===== config.mk =====
export PLATFORM = sky130hd
export DESIGN_NAME = joystick_debounce_flat
export DESIGN_NICKNAME = d
export VERILOG_FILES = /design/src/rtl/joystick_debounce_if.sv /design/src/rtl/joystick_debounce.sv /design/src/flat_wrapper.sv
export SDC_FILE = /design/constraint.sdc
export NUM_CORES = 1
export LEC_CHECK = 0
export BUFFER_PORTS_ARGS = -buffer_cell sky130_fd_sc_hd__buf_4
export CAP_MARGIN = 20
export CORE_ASPECT_RATIO = 1.5
export CORE_MARGIN = 10
export CORE_UTILIZATION = 46
export DETAILED_ROUTE_END_ITERATION = 6
export PLACE_DENSITY = 0.66
export SLEW_MARGIN = 20
export SYNTH_ARGS = -nofsm -noshare
export SYNTH_HDL_FRONTEND = slang
export SYNTH_SLANG_ARGS = --single-unit

===== constraint.sdc =====
create_clock -name clk -period 1.9 [get_ports clk]
set_clock_uncertainty 0.15 [all_clocks]
set_input_delay 0.095 -clock clk [delete_from_list [all_inputs] [get_ports clk]]
set_output_delay 0.095 -clock clk [all_outputs]
set_load 0.02 [all_outputs]

===== src/rtl/joystick_debounce_if.sv =====
// Joystick pin/vector bundle between the raw Pmod pins and the debounced mainboard inputs.
// The debouncer takes the slave view; whatever drives the pins takes the master view.
interface joystick_debounce_if;
  logic [0:4] joy1_pins;
  logic [0:4] joy2_pins;
  logic [0:4] joy1;
  logic [0:4] joy2;
  logic       joy_changed;

  modport master (
    output joy1_pins,
    output joy2_pins,
    input  joy1,
    input  joy2,
    input  joy_changed
  );

  modport slave (
    input  joy1_pins,
    input  joy2_pins,
    output joy1,
    output joy2,
    output joy_changed
  );
endinterface


===== src/rtl/joystick_debounce.sv =====
// Two-flop synchronizer plus per-bit tick-paced stability counters for both DB9 ports.
// Raw active-low pins in; registered active-high vectors and a one-cycle change strobe out.
module joystick_debounce #(
  parameter int prescale     = 54,
  parameter int stable_ticks = 1000
) (
  input logic                clk,
  input logic                reset,
  joystick_debounce_if.slave joy
);
  localparam int PW = (prescale > 1) ? $clog2(prescale) : 1;
  localparam int CW = (stable_ticks > 1) ? $clog2(stable_ticks) : 1;
  localparam int NB = 10;

  logic [0:NB-1] pins;
  logic [0:NB-1] sync;
  logic [0:NB-1] upd;
  logic [0:NB-1] s1_q;
  logic [0:NB-1] s2_q;
  logic [0:NB-1] out_q;
  logic [0:NB-1] out_d;
  logic [PW-1:0] pre_q;
  logic [PW-1:0] pre_d;
  logic [CW-1:0] cnt_q [NB];
  logic [CW-1:0] cnt_d [NB];
  logic          tick;
  logic          changed_q;
  logic          changed_d;

  // Port 1 occupies indices 0..4, port 2 indices 5..9, preserving pin order.
  assign pins = {joy.joy1_pins, joy.joy2_pins};
  assign sync = ~s2_q;
  assign tick = (pre_q == PW'(prescale - 1));

  // Next-state for prescaler, per-bit counters, outputs and strobe.
  always_comb begin
    if (tick) begin
      pre_d = {PW{1'b0}};
    end else begin
      pre_d = pre_q + PW'(1);
    end
    for (int i = 0; i < NB; i++) begin
      cnt_d[i] = cnt_q[i];
      out_d[i] = out_q[i];
      upd[i]   = 1'b0;
      // A match always wins over a tick, so any bounce back restarts qualification.
      if (sync[i] == out_q[i]) begin
        cnt_d[i] = {CW{1'b0}};
      end else if (tick && (cnt_q[i] == CW'(stable_ticks - 1))) begin
        out_d[i] = sync[i];
        cnt_d[i] = {CW{1'b0}};
        upd[i]   = 1'b1;
      end else if (tick) begin
        cnt_d[i] = cnt_q[i] + CW'(1);
      end else begin
        cnt_d[i] = cnt_q[i];
      end
    end
    changed_d = |upd;
  end

  // State registers; synchronizer resets to the released (high) pin level.
  always_ff @(posedge clk) begin
    if (reset) begin
      s1_q      <= {NB{1'b1}};
      s2_q      <= {NB{1'b1}};
      out_q     <= {NB{1'b0}};
      pre_q     <= {PW{1'b0}};
      changed_q <= 1'b0;
      for (int i = 0; i < NB; i++) begin
        cnt_q[i] <= {CW{1'b0}};
      end
    end else begin
      s1_q      <= pins;
      s2_q      <= s1_q;
      out_q     <= out_d;
      pre_q     <= pre_d;
      changed_q <= changed_d;
      for (int i = 0; i < NB; i++) begin
        cnt_q[i] <= cnt_d[i];
      end
    end
  end

  assign joy.joy1        = out_q[0:4];
  assign joy.joy2        = out_q[5:9];
  assign joy.joy_changed = changed_q;
endmodule


===== src/flat_wrapper.sv =====
// flat-port wrapper written by rule: the top's interface ports become plain ports
module joystick_debounce_flat 
#(
  parameter int prescale     = 54,
  parameter int stable_ticks = 1000
)
  (clk, reset, joy_joy1_pins, joy_joy2_pins, joy_joy1, joy_joy2, joy_joy_changed);
  joystick_debounce_if joy_i ();
  input logic clk;
  input logic reset;
  input wire logic [$bits(joy_i.joy1_pins)-1:0] joy_joy1_pins;
  input wire logic [$bits(joy_i.joy2_pins)-1:0] joy_joy2_pins;
  output wire logic [$bits(joy_i.joy1)-1:0] joy_joy1;
  output wire logic [$bits(joy_i.joy2)-1:0] joy_joy2;
  output wire logic [$bits(joy_i.joy_changed)-1:0] joy_joy_changed;
  assign joy_i.joy1_pins = joy_joy1_pins;
  assign joy_i.joy2_pins = joy_joy2_pins;
  assign joy_joy1 = joy_i.joy1;
  assign joy_joy2 = joy_i.joy2;
  assign joy_joy_changed = joy_i.joy_changed;
  joystick_debounce #(.prescale(prescale), .stable_ticks(stable_ticks)) u_core (.clk(clk), .reset(reset), .joy(joy_i));
endmodule

==> summary.md <==
| Metric | Value |
|---|---|
| # diodes | 0 |
| Core area | 12,450 sq um |
| Multi-input logic area | 3079 sq um |
| Placement Cell Area | 6399 sq um |
| Hold Startpoint | joy_joy1_pins[1] |
| Crit-path max FO | 8 |
| FF/Latch Area | 2749 sq um |
| P_leak | 2.466 nW |
| Fin. max-slew vios | 0 |
| Status | finished clean |
| Worst R2R Path Depth | 7 |
| Final Hold Viols | 0 |
| Die area | 17,620 sq um |
| Syn Std Cell Area | 5811 sq um |
| Synth top area share | 47.20% |
| Area delta synth->final | 26.06% |
| Drt total wl | 12,250 microns |
| Sw Share | 19.83% |
| Filler instances | 1,051 |
| Final hold slack | 0.2542 ns |
| R2R Path Start | u_core.pre_q[3]$_SDFF_PP0_ |
| Antenna violations before repair | 0 |
| Syn_area_per_cell | 8.967 sq um |
| H-tree depth | 4 |
| Largest net degree at the start of global routing | 40 |
| Top cell type by total area after synthesis | dfxtp_1 |
| DR DRC count | 0 |
| ANT nets after route | 0 |
| Syn nets | 672 |
| Die X | 111.8 microns |
| TritonCTS Sinks | 137 |
| Largest stage delay on the critical path | 0.38 ns |
| Data arrival, critical path | 2.00 ns |
| Row cnt | 50 |
| Most used DFF post-synth | dfxtp_1 |
| Reg-to-reg endpoint | u_core.cnt_q[7][8]$_SDFFE_PP0P_ |
| Fraction of layout cells with a size suffix above 1 | 22.48% |
| Number of synthesis warnings | 0 |
| Nature of the critical path startpoint | flop |
| #FFs+latches synth | 137 |
| Total power divided by cell area | 840.8 nW/um^2 |
| Final instance area | 7325 sq um |
| R2r setup slk | 0.05 ns |
| Worst-path clk slew | 0.06 ns |
| Final setup violation count | 0 |
| Gate power share | 2.2% |
| First-pass GRT wire length | 20,690 microns |
| Tot GR Track Use | 13.90% |
| Internal power | 4.937 mW |
| Cell variety after synth | 39 |
| Final min period | 1.853 ns |
| Vias | 4,651 |
| Crit Path Category | flop to flop |
| Grt total ovfl | 0 |
| Worst slew pin tran | 0.4131 ns |
| Post-synth EDFFs | 0 |
| Fin util | 58.83% |
| Mapped Cells | 648 |
| Hold Path Stages | 3 |
| Clock power frac | 50.5% |
| Max IR drop VDD | 0.6767 mV |
| Clock latency on the worst-skew pair | 0.41 ns |
| Sequential element share of the synthesized area | 47.20% |
| Sw power | 1.222 mW |
| Chip Height | 157.7 microns |
| Sequential group share of total power | 47.3% |
| Starting density of the core | 46.67% |
| Fmax | 539.7 MHz |
| Hold EP | u_core.s1_q[3]$_SDFF_PP1_ |
| CTS buffer count | 17 |
| Clk buf depth | 2 |
| Critical path endpoint category | flop |
| Final setup TNS | 0 ns |
| Worst EP required | 2.05 ns |
| Post-DP HPWL | 8498 microns |
| Vias in the first global route | 4,649 |
| Placer Congestion | 0.8301 |
| Pre-Repair DR Iteration Count | 4 |
| Max Cap Viol | 0 |
| Top delay family on crit path | simple AND/OR/NAND/NOR gates |
| Hold Crit Class | input pin to flop |
| Clock Root Buffer | clkbuf_16 |
| CP most frequent cell | buf_4 |
| Via/cell ratio | 5.174 |
| Buffer and inverter count on the worst path | 2 |
| Synth async-reset ratio | 0% |
| Layout Nets | 754 |
| Commonest non-fill, non-tap cells in the layout | 132 x dfxtp_1, 114 x nor2_1, 67 x buf_4 |
| Ranking of synthesized cells by area | dfxtp_1 47%, xnor2_1 8.1%, xor2_1 7.5% |
| Port buffer count | 22 |
| Most common cell after layout, fill and taps aside | dfxtp_1 |
| Iteration-0 DRC Markers | 149 |
| CP Cell Sequence | and3b_4 -> buf_4 -> nand3_4 -> buf_4 -> nor3_1 -> xnor2_1 -> nor2_1 |
| TritonCTS clock tree | yes |
| IO Count | 23 |
| Max-slew headroom | 72.46% |
| CP max-delay cell | and3b_4 |
| WL/cell | 13.63 microns |
| Final Cycle Share | 97.52% |
==> through the flow <==
step                setup WS (ns)  power [mW]  std cells
floorplan                 0.04407       3.031        648
global placement         -0.05252       3.076        847
detailed placement       -0.06039       3.080        847
CTS                      0.003846       6.204        890
global route             -0.01192       6.364        899
finish                    0.04716       6.159        899
==> cells by family after synthesis <==
family | count (synthesis) | synth area share [%]
DFF | 137 | 47.20
adders and majority gates | 12 | 2.584
buffers and inverters | 30 | 2.476
AOI/OAI and AO/OA | 26 | 2.864
xor gates and xnor gates | 104 | 15.68
and+or+nand+nor | 339 | 29.20
==> cell type report <==
| class | instances | area share [%] |
|---|---|---|
| Timing Repair Buffer | 82 | 9.412 |
| Clock inverter | 7 | 0.8883 |
| Clock buffer | 25 | 6.901 |
| Tap cell | 156 | 2.665 |
| Inverter | 11 | 0.5637 |
| Sequential cell | 137 | 37.53 |
| Multi-Input combinational cell | 481 | 42.04 |
==> routing by layer <==
layer	wire [microns]	share of wire [%]	track usage, %
met3	429	3.5	3.333
met5	0	0	0
met4	290	2.4	6.200
met2	6317	52	25.10
met1	5213	43	14.99
==> flip-flops by register name, summed over array words and instances, names as in the netlist <==
name                    flops
u_core.joy.joy_changed      1
u_core.out_q               10
u_core.pre_q                6
u_core.s2_q                10
u_core.cnt_q              100
u_core.s1_q                10
==> power by group through the flow <==
stage	logic (mW)	clock network, mW	registers, mW
2_1_floorplan	0.0591	0	2.97
3_3_place_gp	0.104	0	2.97
3_5_place_dp	0.107	0	2.97
4_1_cts	0.128	3.16	2.91
5_1_grt	0.146	3.30	2.91
6_report	0.133	3.11	2.91
==> cells in the mapped netlist (2+ instances only) <==
| library cell | n |
|---|---|
| and4_1 | 4 |
| nor4bb_1 | 6 |
| a21oi_1 | 15 |
| or2_2 | 24 |
| xnor2_1 | 54 |
| nor2_2 | 2 |
| dfxtp_1 | 137 |
| nand3_1 | 26 |
| buf_2 | 7 |
| nor2_1 | 115 |
| and3_1 | 8 |
| or3_1 | 2 |
| buf_4 | 4 |
| ha_1 | 12 |
| or3b_1 | 2 |
| o22a_1 | 3 |
| a211oi_1 | 4 |
| xor2_1 | 50 |
| nand4_1 | 35 |
| nand2_1 | 62 |
| nor4_1 | 11 |
| nor3_1 | 27 |
| nand2b_1 | 2 |
| clkbuf_1 | 7 |
| and2_1 | 5 |
| inv_1 | 11 |
==> worst reg2reg max path: stages, from the launching register on <==
cell and delay, ns:
dfxtp_2 0.34, and3b_4 0.38, buf_4 0.17, nand3_4 0.10, buf_4 0.16, nor3_1 0.24, xnor2_1 0.15, nor2_1 0.06
==> worst max path at each step <==
stage,start,end,slack (ns),depth (start not counted)
CTS,u_core.pre_q[1]$_SDFF_PP0_,u_core.cnt_q[0][6]$_SDFFE_PP0P_,0.004,8
global placement,u_core.pre_q[1]$_SDFF_PP0_,u_core.joy.joy_changed$_SDFF_PP0_,-0.05,8
detailed placement,u_core.pre_q[1]$_SDFF_PP0_,u_core.joy.joy_changed$_SDFF_PP0_,-0.06,8
floorplan,u_core.pre_q[1]$_SDFF_PP0_,u_core.cnt_q[7][1]$_SDFFE_PP0P_,0.04,9
finish,u_core.pre_q[3]$_SDFF_PP0_,u_core.cnt_q[7][8]$_SDFFE_PP0P_,0.05,7
global route,u_core.pre_q[1]$_SDFF_PP0_,u_core.out_q[0]$_SDFFE_PP0P_,-0.01,8
==> what timing repair did <==
item,CTS,global route
setup buffers,0,8
setup endpoints to repair,48,85
gates cloned,0,1
pin swaps,1,6
gates resized for setup,6,33
endpoints found under the hold margin,13,0
hold buffers,11,0
(Power assumes the default switching activity.)
